[config.mk]
export PLATFORM = sky130hd
export DESIGN_NAME = seg7_scroller
export DESIGN_NICKNAME = d
export VERILOG_FILES = /design/src/rtl/seg7_scroller.sv
export SDC_FILE = /design/constraint.sdc
export NUM_CORES = 1
export LEC_CHECK = 0
export ABC_AREA = 1
export CELL_PAD_IN_SITES_DETAIL_PLACEMENT = 1
export CELL_PAD_IN_SITES_GLOBAL_PLACEMENT = 2
export CORE_ASPECT_RATIO = 1.2
export CORE_UTILIZATION = 35
export CTS_CLUSTER_SIZE = 8
export DETAILED_ROUTE_END_ITERATION = 6
export GPL_TIMING_DRIVEN = 0
export PLACE_DENSITY = 0.76
export SLEW_MARGIN = 20
export SYNTH_ARGS = -nofsm -noshare
export SYNTH_HDL_FRONTEND = slang
export SYNTH_SLANG_ARGS = --single-unit
[constraint.sdc]
create_clock -name clk -period 5.42 [get_ports clk]
set_input_delay 1.084 -clock clk [delete_from_list [all_inputs] [get_ports clk]]
set_output_delay 1.084 -clock clk [all_outputs]
set_load 0.01 [all_outputs]
[src/rtl/seg7_scroller.sv]
// Purpose: plays a message of 7-segment patterns from a local pattern memory, one character per period.
// Latency: outputs are registered and track state; first pattern is on segments the cycle after start is sampled.
// Backpressure: none; writes are accepted every cycle in any state, and stop/start take effect on the next edge.
module seg7_scroller #(
   parameter  int DEPTH = 32,
   parameter  int DIV_W = 16,
   localparam int AW    = $clog2(DEPTH)
) (
   input  logic             clk,
   input  logic             rst_n,
   input  logic             wr_en,
   input  logic [AW-1:0]    wr_addr,
   input  logic [6:0]       wr_data,
   input  logic             start,
   input  logic             stop,
   input  logic [AW:0]      len,
   input  logic             loop,
   input  logic [DIV_W-1:0] div,
   output logic [6:0]       segments,
   output logic             dp,
   output logic             busy,
   output logic             done,
   output logic [AW-1:0]    char_idx
);

   typedef enum logic [1:0] {
      IDLE  = 2'd0,
      SHOW  = 2'd1,
      BLANK = 2'd2
   } state_t;

   localparam logic [AW:0]      LEN_ONE = (AW+1)'(1);
   localparam logic [AW:0]      DEPTH_L = (AW+1)'(DEPTH);
   localparam logic [AW-1:0]    IDX_ONE = AW'(1);
   localparam logic [DIV_W-1:0] CNT_ONE = DIV_W'(1);

   // pattern memory
   logic [6:0]       mem [DEPTH];

   // playback state and captured start parameters
   state_t           state_q, state_d;
   logic [AW-1:0]    idx_q,   idx_d;
   logic [DIV_W-1:0] cnt_q,   cnt_d;
   logic [AW:0]      len_q,   len_d;
   logic [DIV_W-1:0] div_q,   div_d;
   logic             loop_q,  loop_d;
   logic             done_d;

   // registered display outputs, computed from the next state so they line up with char_idx
   logic [6:0]       seg_d;
   logic             dp_d;

   logic             tick;
   logic             start_ok;
   logic             kill;
   logic [AW:0]      len_clamp;
   logic [6:0]       rd_pat;

   // a character period ends when the counter reaches the captured divider
   assign tick      = (cnt_q == div_q);
   // a zero-length start cannot play anything; while running it is treated as an abort
   assign start_ok  = start && (len != '0);
   assign kill      = stop || (start && (len == '0) && (state_q != IDLE));
   // messages longer than the memory play the whole memory once per pass
   assign len_clamp = (len > DEPTH_L) ? DEPTH_L : len;

   // a same-cycle write to the index about to be shown is forwarded so it is visible immediately
   assign rd_pat    = (wr_en && (wr_addr == idx_d)) ? wr_data : mem[idx_d];

   assign busy      = (state_q != IDLE);
   assign char_idx  = idx_q;

   // pattern memory: cleared by reset, writable at any time
   always_ff @(posedge clk or negedge rst_n) begin
      if (!rst_n) begin
         for (int i = 0; i < DEPTH; i++) begin
            mem[i] <= '0;
         end
      end else if (wr_en) begin
         mem[wr_addr] <= wr_data;
      end
   end

   // state, index, period counter and captured parameters
   always_ff @(posedge clk or negedge rst_n) begin
      if (!rst_n) begin
         state_q <= IDLE;
         idx_q   <= '0;
         cnt_q   <= '0;
         len_q   <= '0;
         div_q   <= '0;
         loop_q  <= 1'b0;
      end else begin
         state_q <= state_d;
         idx_q   <= idx_d;
         cnt_q   <= cnt_d;
         len_q   <= len_d;
         div_q   <= div_d;
         loop_q  <= loop_d;
      end
   end

   // next-state logic: abort beats restart, restart beats normal sequencing
   always_comb begin
      state_d = state_q;
      idx_d   = idx_q;
      cnt_d   = cnt_q;
      len_d   = len_q;
      div_d   = div_q;
      loop_d  = loop_q;
      done_d  = 1'b0;

      if (kill) begin
         state_d = IDLE;
         idx_d   = '0;
         cnt_d   = '0;
      end else if (start_ok) begin
         state_d = SHOW;
         idx_d   = '0;
         cnt_d   = '0;
         len_d   = len_clamp;
         div_d   = div;
         loop_d  = loop;
      end else begin
         case (state_q)
            IDLE: begin
               idx_d = '0;
               cnt_d = '0;
            end
            SHOW: begin
               cnt_d = tick ? '0 : cnt_q + CNT_ONE;
               if (tick) begin
                  if ({1'b0, idx_q} == len_q - LEN_ONE) begin
                     // index holds on the last character through the blank period
                     state_d = BLANK;
                  end else begin
                     idx_d = idx_q + IDX_ONE;
                  end
               end
            end
            BLANK: begin
               cnt_d = tick ? '0 : cnt_q + CNT_ONE;
               if (tick) begin
                  idx_d = '0;
                  if (loop_q) begin
                     state_d = SHOW;
                  end else begin
                     state_d = IDLE;
                     done_d  = 1'b1;
                  end
               end
            end
            default: begin
               state_d = IDLE;
               idx_d   = '0;
               cnt_d   = '0;
            end
         endcase
      end
   end

   // display pattern and decimal point for the state being entered
   always_comb begin
      seg_d = 7'h00;
      dp_d  = 1'b0;
      if (state_d == SHOW) begin
         seg_d = rd_pat;
         dp_d  = ({1'b0, idx_d} == len_d - LEN_ONE);
      end
   end

   // output registers
   always_ff @(posedge clk or negedge rst_n) begin
      if (!rst_n) begin
         segments <= 7'h00;
         dp       <= 1'b0;
         done     <= 1'b0;
      end else begin
         segments <= seg_d;
         dp       <= dp_d;
         done     <= done_d;
      end
   end

endmodule

==> results of run 1 <==
-- synthesized netlist by cell type (2+ instances only) --
| cell | number |
|---|---|
| nor2_1 | 80 |
| nand4_1 | 6 |
| nor4_1 | 3 |
| o21ai_0 | 210 |
| nor3_1 | 20 |
| dfrtp_1 | 279 |
| a21oi_2 | 2 |
| a211oi_1 | 3 |
| nand2_2 | 3 |
| inv_2 | 12 |
| nand3_2 | 2 |
| a21oi_1 | 36 |
| xor2_1 | 14 |
| buf_4 | 4 |
| ha_1 | 8 |
| buf_6 | 7 |
| nand3b_1 | 11 |
| nand2_1 | 498 |
| nor3b_1 | 2 |
| xnor2_1 | 14 |
| nand3_1 | 309 |
| clkbuf_1 | 77 |
| nor2_2 | 6 |
| buf_1 | 5 |
| o21ai_1 | 4 |
| buf_2 | 17 |
| inv_1 | 93 |
-- state kept, by name, summed over array words and instances (netlist names) --
register	cells
cnt_q	16
mem	224
char_idx	5
div_q	16
done	1
len_q	6
dp	1
state_q	2
loop_q	1
segments	7
-- worst max-delay path, delay by kind of cell --
| family | cells | cell delay (ns) |
|---|---|---|
| AND/OR/NAND/NOR | 15 | 2.61 |
| buffers and inverters | 4 | 0.97 |
-- through the flow --
step	worst slack, ns	total power [mW]	utilization [%]	std cells
2_1_floorplan	2.398	3.142	-	1735
3_3_place_gp	-9.577	3.438	38.82	2269
3_5_place_dp	0.6548	3.484	39.21	2276
4_1_cts	1.199	5.733	41.92	2318
5_1_grt	0.9087	5.949	41.92	2318
6_report	1.188	5.656	41.92	2318
-- worst max path at each step --
stage / endpoint / cells past startpoint
after floorplan: segments[3]$_DFF_PN0_ / 16
after global placement: mem[123]$_DFFE_PN0P_ / 1
after detailed placement: segments[5]$_DFF_PN0_ / 17
after CTS: segments[5]$_DFF_PN0_ / 17
after global routing: segments[5]$_DFF_PN0_ / 17
final: segments[4]$_DFF_PN0_ / 19
-- layer usage --
metal  GRT usage (%)  wire length, um  vias to the layer above
li1                -                -                     5876
met5               0                0                        -
met3           4.099             2381                       95
met1           33.30            21600                     6120
met2           46.13            25270                      264
met4           10.81             2112                        0
-- cell families after synthesis --
family,after synthesis,synth area share (%)
simple gates,944,29.93
flops,279,51.21
compound gates,260,9.728
xor+xnor,28,1.799
buf+inv,216,6.599
fa+ha+maj,8,0.7342
-- power breakdown --
group | switching (mW) | total, mW | leakage, nW | internal, mW
Sequential | 0.197 | 2.63 | 3.60 | 2.44
Combinational | 0.484 | 0.814 | 3.14 | 0.329
Clock | 0.888 | 2.21 | 0.506 | 1.32
Total | 1.57 | 5.66 | 7.24 | 4.09
-- layout make-up --
type | count | area, um^2
buffer | 110 | 501.7
clock buffer | 42 | 1030
fill | 4679 | 22110
inverter | 106 | 397.9
multi-input combinational | 1240 | 5778
sequential | 279 | 6982
tap | 480 | 600.6
timing repair buffer | 61 | 665.6
==> flow_metrics.env, run 1 <==
export IMPL_outcome="complete, no violations"
export IMPL_ff2ff_setup_slack_ns=1.61
export IMPL_finalWorstPathRequiredPeriod_ns=4.232
export IMPL_setup_viol=0
export IMPL_grt_pass1_wl_um=78780
export IMPL_clk_pin_slew_ns=0.05
export IMPL_yosysTopAreaCellShare_pct=51.21
export IMPL_cts_htree_levels=2
export IMPL_syn_avg_cell_area_um2=7.858
export IMPL_yosysWarnings=0
export IMPL_cts_sinks=279
export IMPL_peakVddDrop_mv=0.2324
export IMPL_powerDensity_mw_per_mm2=354.5
export IMPL_whs_ns=0.3652
export IMPL_path_class="in2reg"
export IMPL_rsz0062_at_grt="false"
export IMPL_ios=55
export IMPL_drc=0
export IMPL_seq_area_frac_synth_pct=51.21
export IMPL_diodes=0
export IMPL_core_mm2=0.03806
export IMPL_synthTopCellsByArea="dfrtp_1 (51%), nand2_1 (14%), nand3_1 (11%), o21ai_0 (7.7%), inv_1 (2.6%)"
export IMPL_synthArstFlopShare_pct=100.0
export IMPL_die_h_um=218.2
export IMPL_place_congestion=0.8481
export IMPL_grt_use_total_pct=26.70
export IMPL_ant_nets=0
export IMPL_ctsResizeCount=0
export IMPL_layout_commonest_cell="nand2_1"
export IMPL_cts_tree="yes"
export IMPL_die_width_um=182.2
export IMPL_r2r_start="state_q[0]$_DFF_PN0_"
export IMPL_place_area_mm2=0.01493
export IMPL_wl_um=51360
export IMPL_cts_buffers=40
export IMPL_hold_viol=0
export IMPL_cp_start_kind="input port"
export IMPL_synthCells=1735
export IMPL_synthFlopType="dfrtp_1"
export IMPL_grt_overflow_total=0
export IMPL_path_max_fanout=10
export IMPL_start_util_pct=35.82
export IMPL_critPathSlowestCell="clkdlybuf4s50_1"
export IMPL_worstPathRequired_ns=5.89
export IMPL_max_cap_violations=0
export IMPL_worst_pin_slew_ns=0.9766
export IMPL_fin_tns_setup_ns=0
export IMPL_root_buffer="clkbuf_16"
export IMPL_vias_per_cell=5.330
export IMPL_num_vias=12360
export IMPL_worstPathCellList="clkdlybuf4s50_1, nor2_1, nand4_1, nor2_1, nor2_1, nand3_1, nor2_2, nand3_2, nand2_4, buf_6, buf_6, nand2_1, nand3_1, nand3_1, nand3_1, nand3_1, nand3_1, nand2_1, inv_1"
export IMPL_fin_worst_skew_ns=0.01366
export IMPL_r2r_cells=20
export IMPL_fin_area_mm2=0.01596
export IMPL_drive_above_1_share_pct=5.930
export IMPL_end_kind="flop"
export IMPL_p_leak_nw=7.243
export IMPL_nets=1886
export IMPL_min_period_over_period_pct=78.09
export IMPL_port_buffer_count=54
export IMPL_drv_slew=0
export IMPL_cts_buffer_depth=3
export IMPL_hp_class="in2async"
export IMPL_yosysUniqueCellTypes=37
export IMPL_final_cell_mix="nand2_1 (498), nand3_1 (309), dfrtp_1 (279)"
export IMPL_place_hpwl_um=36890
export IMPL_critical_path_max_stage_delay_ns=0.49
export IMPL_dieArea_mm2=0.03975
export IMPL_rows=78
export IMPL_firstDrtPassIters=5
export IMPL_grt_max_degree=92
export IMPL_grt_pass1_vias=13050
export IMPL_slew_headroom_pct=34.46
export IMPL_cpMostUsedCell="nand3_1"
export IMPL_yosys_register_bits=279
export IMPL_yosysTopAreaCell="dfrtp_1"
export IMPL_detail_route_wl_per_cell_um=22.16
export IMPL_synth_nets=1783
export IMPL_startpoint="len[2]"
export IMPL_fmax_mhz=236.3
export IMPL_clkLatencyLatePin_ns=0.53
export IMPL_syn_area_mm2=0.01363
export IMPL_holdBufCountCts=0
export IMPL_antenna_found_initial=2
export IMPL_area_growth_pct=17.03
export IMPL_synth_edf_count=0
export IMPL_post_cts_buffers=0
export IMPL_worstPathArrival_ns=4.70
export IMPL_drt_initial_drc_count=726
export IMPL_timing_rr_end="segments[4]$_DFF_PN0_"
Power figures use the tool's default switching activity.
==> run 2: changes to the inputs <==
--- a/config.mk
+++ b/config.mk
@@ -9,11 +9,11 @@
 export CELL_PAD_IN_SITES_DETAIL_PLACEMENT = 1
 export CELL_PAD_IN_SITES_GLOBAL_PLACEMENT = 2
 export CORE_ASPECT_RATIO = 1.2
-export CORE_UTILIZATION = 35
+export CORE_UTILIZATION = 33
 export CTS_CLUSTER_SIZE = 8
 export DETAILED_ROUTE_END_ITERATION = 6
 export GPL_TIMING_DRIVEN = 0
-export PLACE_DENSITY = 0.76
+export PLACE_DENSITY = 0.75
 export SLEW_MARGIN = 20
 export SYNTH_ARGS = -nofsm -noshare
 export SYNTH_HDL_FRONTEND = slang
==> constraint.sdc (replaced) <==
create_clock -name clk -period 3.5 [get_ports clk]
set_input_delay 0.7 -clock clk [delete_from_list [all_inputs] [get_ports clk]]
set_output_delay 0.7 -clock clk [all_outputs]
set_load 0.01 [all_outputs]
==> run 2 against run 1 <==
Against the previous run:
- wire length increased by 0.70%
- global-route usage decreased by 1.6 points
- critical path depth shrank 1
- core utilization fell by 2.0 points
- sequential share of layout area shrank 0.85 points
- flip-flop and latch count did not move
- die area rose by 6.0%
- largest power group unchanged
- highest routed layer unchanged
==> flow_metrics.env, run 2 (synthesized netlist as in run 1, its figures left out) <==
export IMPL_nets=1897
export IMPL_reg_largest_list="mem (224), cnt_q (16), div_q (16)"
export IMPL_drv_slew=0
export IMPL_firstDrtPassIters=5
export IMPL_dieArea_mm2=0.04213
export IMPL_powerDensity_mw_per_mm2=539.9
export IMPL_power_mw=8.785
export IMPL_routed_wl_met2_um=26400
export IMPL_p_sw_mw=2.452
export IMPL_die_width_um=187.5
export IMPL_drive_above_1_share_pct=7.626
export IMPL_setup_viol=0
export IMPL_slew_headroom_pct=31.87
export IMPL_finalWorstPathRequiredPeriod_ns=3.339
export IMPL_grt_overflow_total=0
export IMPL_grt_pass1_vias=12950
export IMPL_min_period_over_period_pct=95.41
export IMPL_antenna_found_initial=0
export IMPL_rsz0062_at_grt="false"
export IMPL_cts_sinks=279
export IMPL_fmax_mhz=299.5
export IMPL_fin_area_mm2=0.01627
export IMPL_end_kind="flop"
export IMPL_grt_use_total_pct=25.08
export IMPL_port_buffer_count=54
export IMPL_path_class="in2reg"
export IMPL_cp_top_family="simple AND/OR/NAND/NOR gates"
export IMPL_place_congestion=0.8793
export IMPL_p_sw_share_pct=27.91
export IMPL_cp_start_kind="input port"
export IMPL_diodes=0
export IMPL_cts_buffers=40
export IMPL_cts_buffer_depth=3
export IMPL_hold_viol=0
export IMPL_drc=0
export IMPL_worst_pin_slew_ns=1.022
export IMPL_die_h_um=224.7
export IMPL_worstPathRequired_ns=3.93
export IMPL_cts_tree="yes"
export IMPL_wl_met3_um=1772
export IMPL_vias_per_cell=5.215
export IMPL_largest_register_ffs=224
export IMPL_grt_max_degree=94
export IMPL_worstPathCellList="clkdlybuf4s50_1, nor2_1, nand4_1, nand2_1, nand3_2, nor2_4, nand3_4, nand2_8, inv_2, clkbuf_4, nand2_1, nand3_1, nand3_1, nand3_1, nand3_1, nand3_1, nand2_1, inv_1"
export IMPL_ios=55
export IMPL_fin_worst_skew_ns=0.01213
export IMPL_place_hpwl_um=37500
export IMPL_pwr_share_comb_pct=14.7
export IMPL_p_int_mw=6.333
export IMPL_layout_commonest_cell="nand2_1"
export IMPL_rows=81
export IMPL_detail_route_wl_per_cell_um=21.66
export IMPL_critical_path_max_stage_delay_ns=0.42
export IMPL_peakVddDrop_mv=0.3140
export IMPL_final_cell_mix="nand2_1 (497), nand3_1 (305), dfrtp_1 (279)"
export IMPL_clkLatencyLatePin_ns=0.53
export IMPL_place_area_mm2=0.01501
export IMPL_cpMostUsedCell="nand3_1"
export IMPL_area_growth_pct=19.35
export IMPL_highest_signal_layer="met4"
export IMPL_outcome="complete, no violations"
export IMPL_clk_pin_slew_ns=0.05
export IMPL_num_vias=12450
export IMPL_holdBufCountCts=0
export IMPL_ant_nets=0
export IMPL_wl_um=51720
export IMPL_cts_htree_levels=2
export IMPL_root_buffer="clkbuf_16"
export IMPL_hp_class="in2async"
export IMPL_path_max_fanout=10
export IMPL_crit_buf_inv=4
export IMPL_grt_pass1_wl_um=79550
export IMPL_top_register="mem"
export IMPL_max_cap_violations=0
export IMPL_p_leak_nw=7.388
export IMPL_p_seq_share_pct=46.4
export IMPL_critPathSlowestCell="clkdlybuf4s50_1"
export IMPL_drt_initial_drc_count=646
export IMPL_worstPathArrival_ns=3.77
export IMPL_wl_met1_um=21690
export IMPL_start_util_pct=33.46
export IMPL_pwr_share_clk_pct=38.9
export IMPL_core_mm2=0.04074
[run 2: cell types whose count changed in the layout (fill, tap and decap cells not counted), moves of 2 or more]
cell,delta
nand3_2,+2
buf_4,+11
a21oi_2,-2
nor2_4,+3
a21oi_4,+2
clkbuf_2,+9
nor2_1,-2
nand3_4,+2
buf_1,-3
clkbuf_1,-9
buf_2,-6
clkbuf_4,+3
nand3_1,-4
buf_6,+5
[run 2: through the flow]
step / worst slack [ns] / cells / utilization [%] / hold slack (ns) / setup TNS [ns]
2_1_floorplan: 0.8624 / 1735 / - / 0.4044 / 0
3_3_place_gp: -11.11 / 2328 / 36.44 / 0.4585 / -3216.05
3_5_place_dp: -1.151 / 2335 / 36.83 / 0.4553 / -8.252
4_1_cts: 0.0003615 / 2381 / 39.60 / 0.06282 / 0
5_1_grt: 0.002953 / 2388 / 39.94 / 0.07332 / 0
6_report: 0.1607 / 2388 / 39.94 / 0.05945 / 0
[run 2: worst paths after layout]
kind	start	endpoint	slack [ns]	cells past startpoint
worst max-delay path	len[2]	segments[2]$_DFF_PN0_	0.16	18
worst min-delay path	rst_n	div_q[0]$_DFFE_PN0P_	0.06	1
worst max register to register	state_q[0]$_DFF_PN0_	segments[2]$_DFF_PN0_	0.18	20
worst min register to register	loop_q$_DFFE_PN0P_	done$_DFF_PN0_	0.45	1
max in group asynchronous	rst_n	mem[172]$_DFFE_PN0P_	2.28	3
min in group clk	loop_q$_DFFE_PN0P_	done$_DFF_PN0_	0.45	1
[run 2: timing repair]
| action | in CTS | in global routing |
|---|---|---|
| buffers inserted | 4 | 7 |
| gates resized for setup | 19 | 33 |
| pin swaps | 2 | 3 |
| hold endpoints to repair | 0 | 0 |
| setup endpoints to repair | 8 | 8 |
[run 2: routing by layer]
layer  vias up  track usage, %
met2       240           45.11
met3        94           2.980
li1       5895               -
met1      6225           30.79
met4         0           8.891
met5         -               0
[run 2: power groups by stage]
stage | Sequential [mW] | Clock [mW] | Combinational (mW)
after CTS | 4.08 | 3.50 | 1.31
after floorplan | 4.04 | 0 | 0.830
after detailed placement | 4.12 | 0 | 1.29
after global routing | 4.14 | 3.60 | 1.49
after global placement | 4.12 | 0 | 1.23
final | 4.08 | 3.42 | 1.29
[run 2: final cells by class]
type                       instances  area (um^2)
buffer                           110        561.8
clock buffer                      42         1030
fill                            4992        24470
inverter                         106        397.9
multi-input combinational       1240         5873
sequential                       279         6982
tap                              539        674.4
timing repair buffer              72        752.0
==> run 3: changes to the inputs <==
--- a/config.mk
+++ b/config.mk
@@ -14,6 +14,7 @@
 export DETAILED_ROUTE_END_ITERATION = 6
 export GPL_TIMING_DRIVEN = 0
 export PLACE_DENSITY = 0.75
+export REMOVE_ABC_BUFFERS = 1
 export SLEW_MARGIN = 20
 export SYNTH_ARGS = -nofsm -noshare
 export SYNTH_HDL_FRONTEND = slang
==> run 3 against run 2 <==
Against the previous run:
- core utilization grew 0.17 points
- final cell count shrank 3.4%
- clock power grew 2%
- combinational power shrank 6%
- clock skew grew 0.012 ns
- critical path depth grew 1
- die area is the same
==> flow_metrics.env, run 3 (synthesized netlist as in run 1, its figures left out) <==
export IMPL_cts_buffer_depth=3
export IMPL_drc=0
export IMPL_hold_viol=0
export IMPL_ff2ff_setup_slack_ns=0.29
export IMPL_num_vias=11980
export IMPL_grt_pass1_vias=12390
export IMPL_drv_slew=0
export IMPL_cp_start_kind="input port"
export IMPL_clkLatencyLatePin_ns=0.54
export IMPL_vias_per_cell=5.192
export IMPL_final_cell_mix="nand2_1 (493), nand3_1 (307), dfrtp_1 (279)"
export IMPL_reg_largest_list="mem (224), cnt_q (16), div_q (16)"
export IMPL_ios=55
export IMPL_outcome="complete, no violations"
export IMPL_wl_um=46870
export IMPL_worstPathRequired_ns=3.93
export IMPL_grt_busiest_layer="met2"
export IMPL_finalWorstPathRequiredPeriod_ns=3.301
export IMPL_port_buffer_count=54
export IMPL_timing_rr_end="segments[4]$_DFF_PN0_"
export IMPL_fin_area_mm2=0.01634
export IMPL_path_max_fanout=31
export IMPL_drive_above_1_share_pct=7.980
export IMPL_power_mw=8.769
export IMPL_largest_register_ffs=224
export IMPL_grt_overflow_total=0
export IMPL_min_period_over_period_pct=94.32
export IMPL_holdBufCountCts=0
export IMPL_rows=81
export IMPL_clk_pin_slew_ns=0.05
export IMPL_fmax_mhz=302.9
export IMPL_worstPathCellList="clkdlybuf4s50_1, nor2_1, nand4_1, nor2_1, nor2_2, nand3_4, nor2_4, nand3_4, nand2_8, buf_16, inv_12, nand2_1, nand3_1, nand3_1, nand3_1, nand3_1, nand3_1, nand2_2, inv_1"
export IMPL_cts_sinks=279
export IMPL_max_cap_violations=0
export IMPL_path_class="in2reg"
export IMPL_nets=1813
export IMPL_layout_commonest_cell="nand2_1"
export IMPL_fin_worst_skew_ns=0.02374
export IMPL_rsz0062_at_grt="false"
export IMPL_layoutNonFillerInstCount=2307
export IMPL_slew_headroom_pct=26.82
export IMPL_r2r_cells=20
export IMPL_grt_max_degree=89
export IMPL_powerDensity_mw_per_mm2=536.7
export IMPL_worst_pin_slew_ns=1.094
export IMPL_critical_path_max_stage_delay_ns=0.51
export IMPL_drt_initial_drc_count=602
export IMPL_whs_ns=0.04168
export IMPL_grt_pass1_wl_um=73020
export IMPL_start_util_pct=33.46
export IMPL_place_hpwl_um=27620
export IMPL_place_congestion=0.7813
export IMPL_place_area_mm2=0.01475
export IMPL_antenna_found_initial=1
export IMPL_firstDrtPassIters=5
export IMPL_dp_cells=2232
export IMPL_worstPathArrival_ns=3.73
export IMPL_regArea_mm2=0.006982
export IMPL_r2r_start="state_q[1]$_DFF_PN0_"
export IMPL_ant_nets=0
export IMPL_p_leak_nw=7.373
export IMPL_detail_route_wl_per_cell_um=20.32
export IMPL_cts_htree_levels=2
export IMPL_final_util_pct=40.11
export IMPL_die_h_um=224.7
export IMPL_critPathSlowestCell="clkdlybuf4s50_1"
export IMPL_cts_buffers=40
export IMPL_setup_viol=0
export IMPL_fin_tns_setup_ns=0
export IMPL_multi_input_area_mm2=0.005984
export IMPL_dieArea_mm2=0.04213
export IMPL_core_mm2=0.04074
export IMPL_end_kind="flop"
export IMPL_post_place_ws_ns=-2.171
export IMPL_use_met3_pct=3.183
export IMPL_hp_class="in2async"
export IMPL_gr_usage_met2_pct=38.18
export IMPL_cts_tree="yes"
export IMPL_timing_final_ws_setup_ns=0.1989
export IMPL_use_met1_pct=29.22
export IMPL_area_growth_pct=19.85
export IMPL_top_register="mem"
export IMPL_grt_use_total_pct=22.60
export IMPL_fillers=4889
export IMPL_die_width_um=187.5
export IMPL_peakVddDrop_mv=0.3171
export IMPL_root_buffer="clkbuf_16"
export IMPL_cpMostUsedCell="nand3_1"
run 3: worst max path at each step:
stage	start	endpoint	slack (ns)
6_report	len[1]	segments[4]$_DFF_PN0_	0.20
3_3_place_gp	rst_n	mem[59]$_DFFE_PN0P_	-11.24
3_5_place_dp	len[5]	segments[4]$_DFF_PN0_	-2.17
4_1_cts	len_q[0]$_DFF_PN0_	segments[5]$_DFF_PN0_	0.007
2_1_floorplan	len[5]	segments[0]$_DFF_PN0_	-0.93
5_1_grt	len[1]	segments[0]$_DFF_PN0_	0.003
run 3: per-layer routing:
layer  up-vias  share of wire (%)
li1       5744                  -
met1      5905                 44
met2       249                 48
met3        80                4.0
met4         0                3.2
met5         -                  0
run 3: final cells by class:
cell class,instances,share of cell area [%]
Antenna cell,1,0.01532
Clock buffer,43,6.455
Clock inverter,1,0.09955
Inverter,106,2.588
Multi-Input combinational cell,1245,36.63
Sequential cell,279,42.73
Tap cell,539,4.127
Timing Repair Buffer,93,7.359
run 3: critical path: cells and delay by family:
kind | cells | cell delay [ns]
buffers and inverters | 4 | 0.86
AND/OR/NAND/NOR | 15 | 2.11
run 3: report_power, final:
part	leakage (nW)	switching, mW	total (mW)	internal (mW)
logic	3.25	0.702	1.21	0.510
clock network	0.526	1.39	3.49	2.10
registers	3.60	0.290	4.06	3.77
total	7.37	2.39	8.77	6.38
run 3: what timing repair did:
| item | in CTS | in global routing |
|---|---|---|
| buffers inserted | 8 | 12 |
| gates cloned | 8 | 2 |
| resized for setup | 17 | 22 |
| pin swaps | 10 | 6 |
| endpoints found under the hold margin | 0 | 0 |
| endpoints found under the setup margin | 8 | 8 |
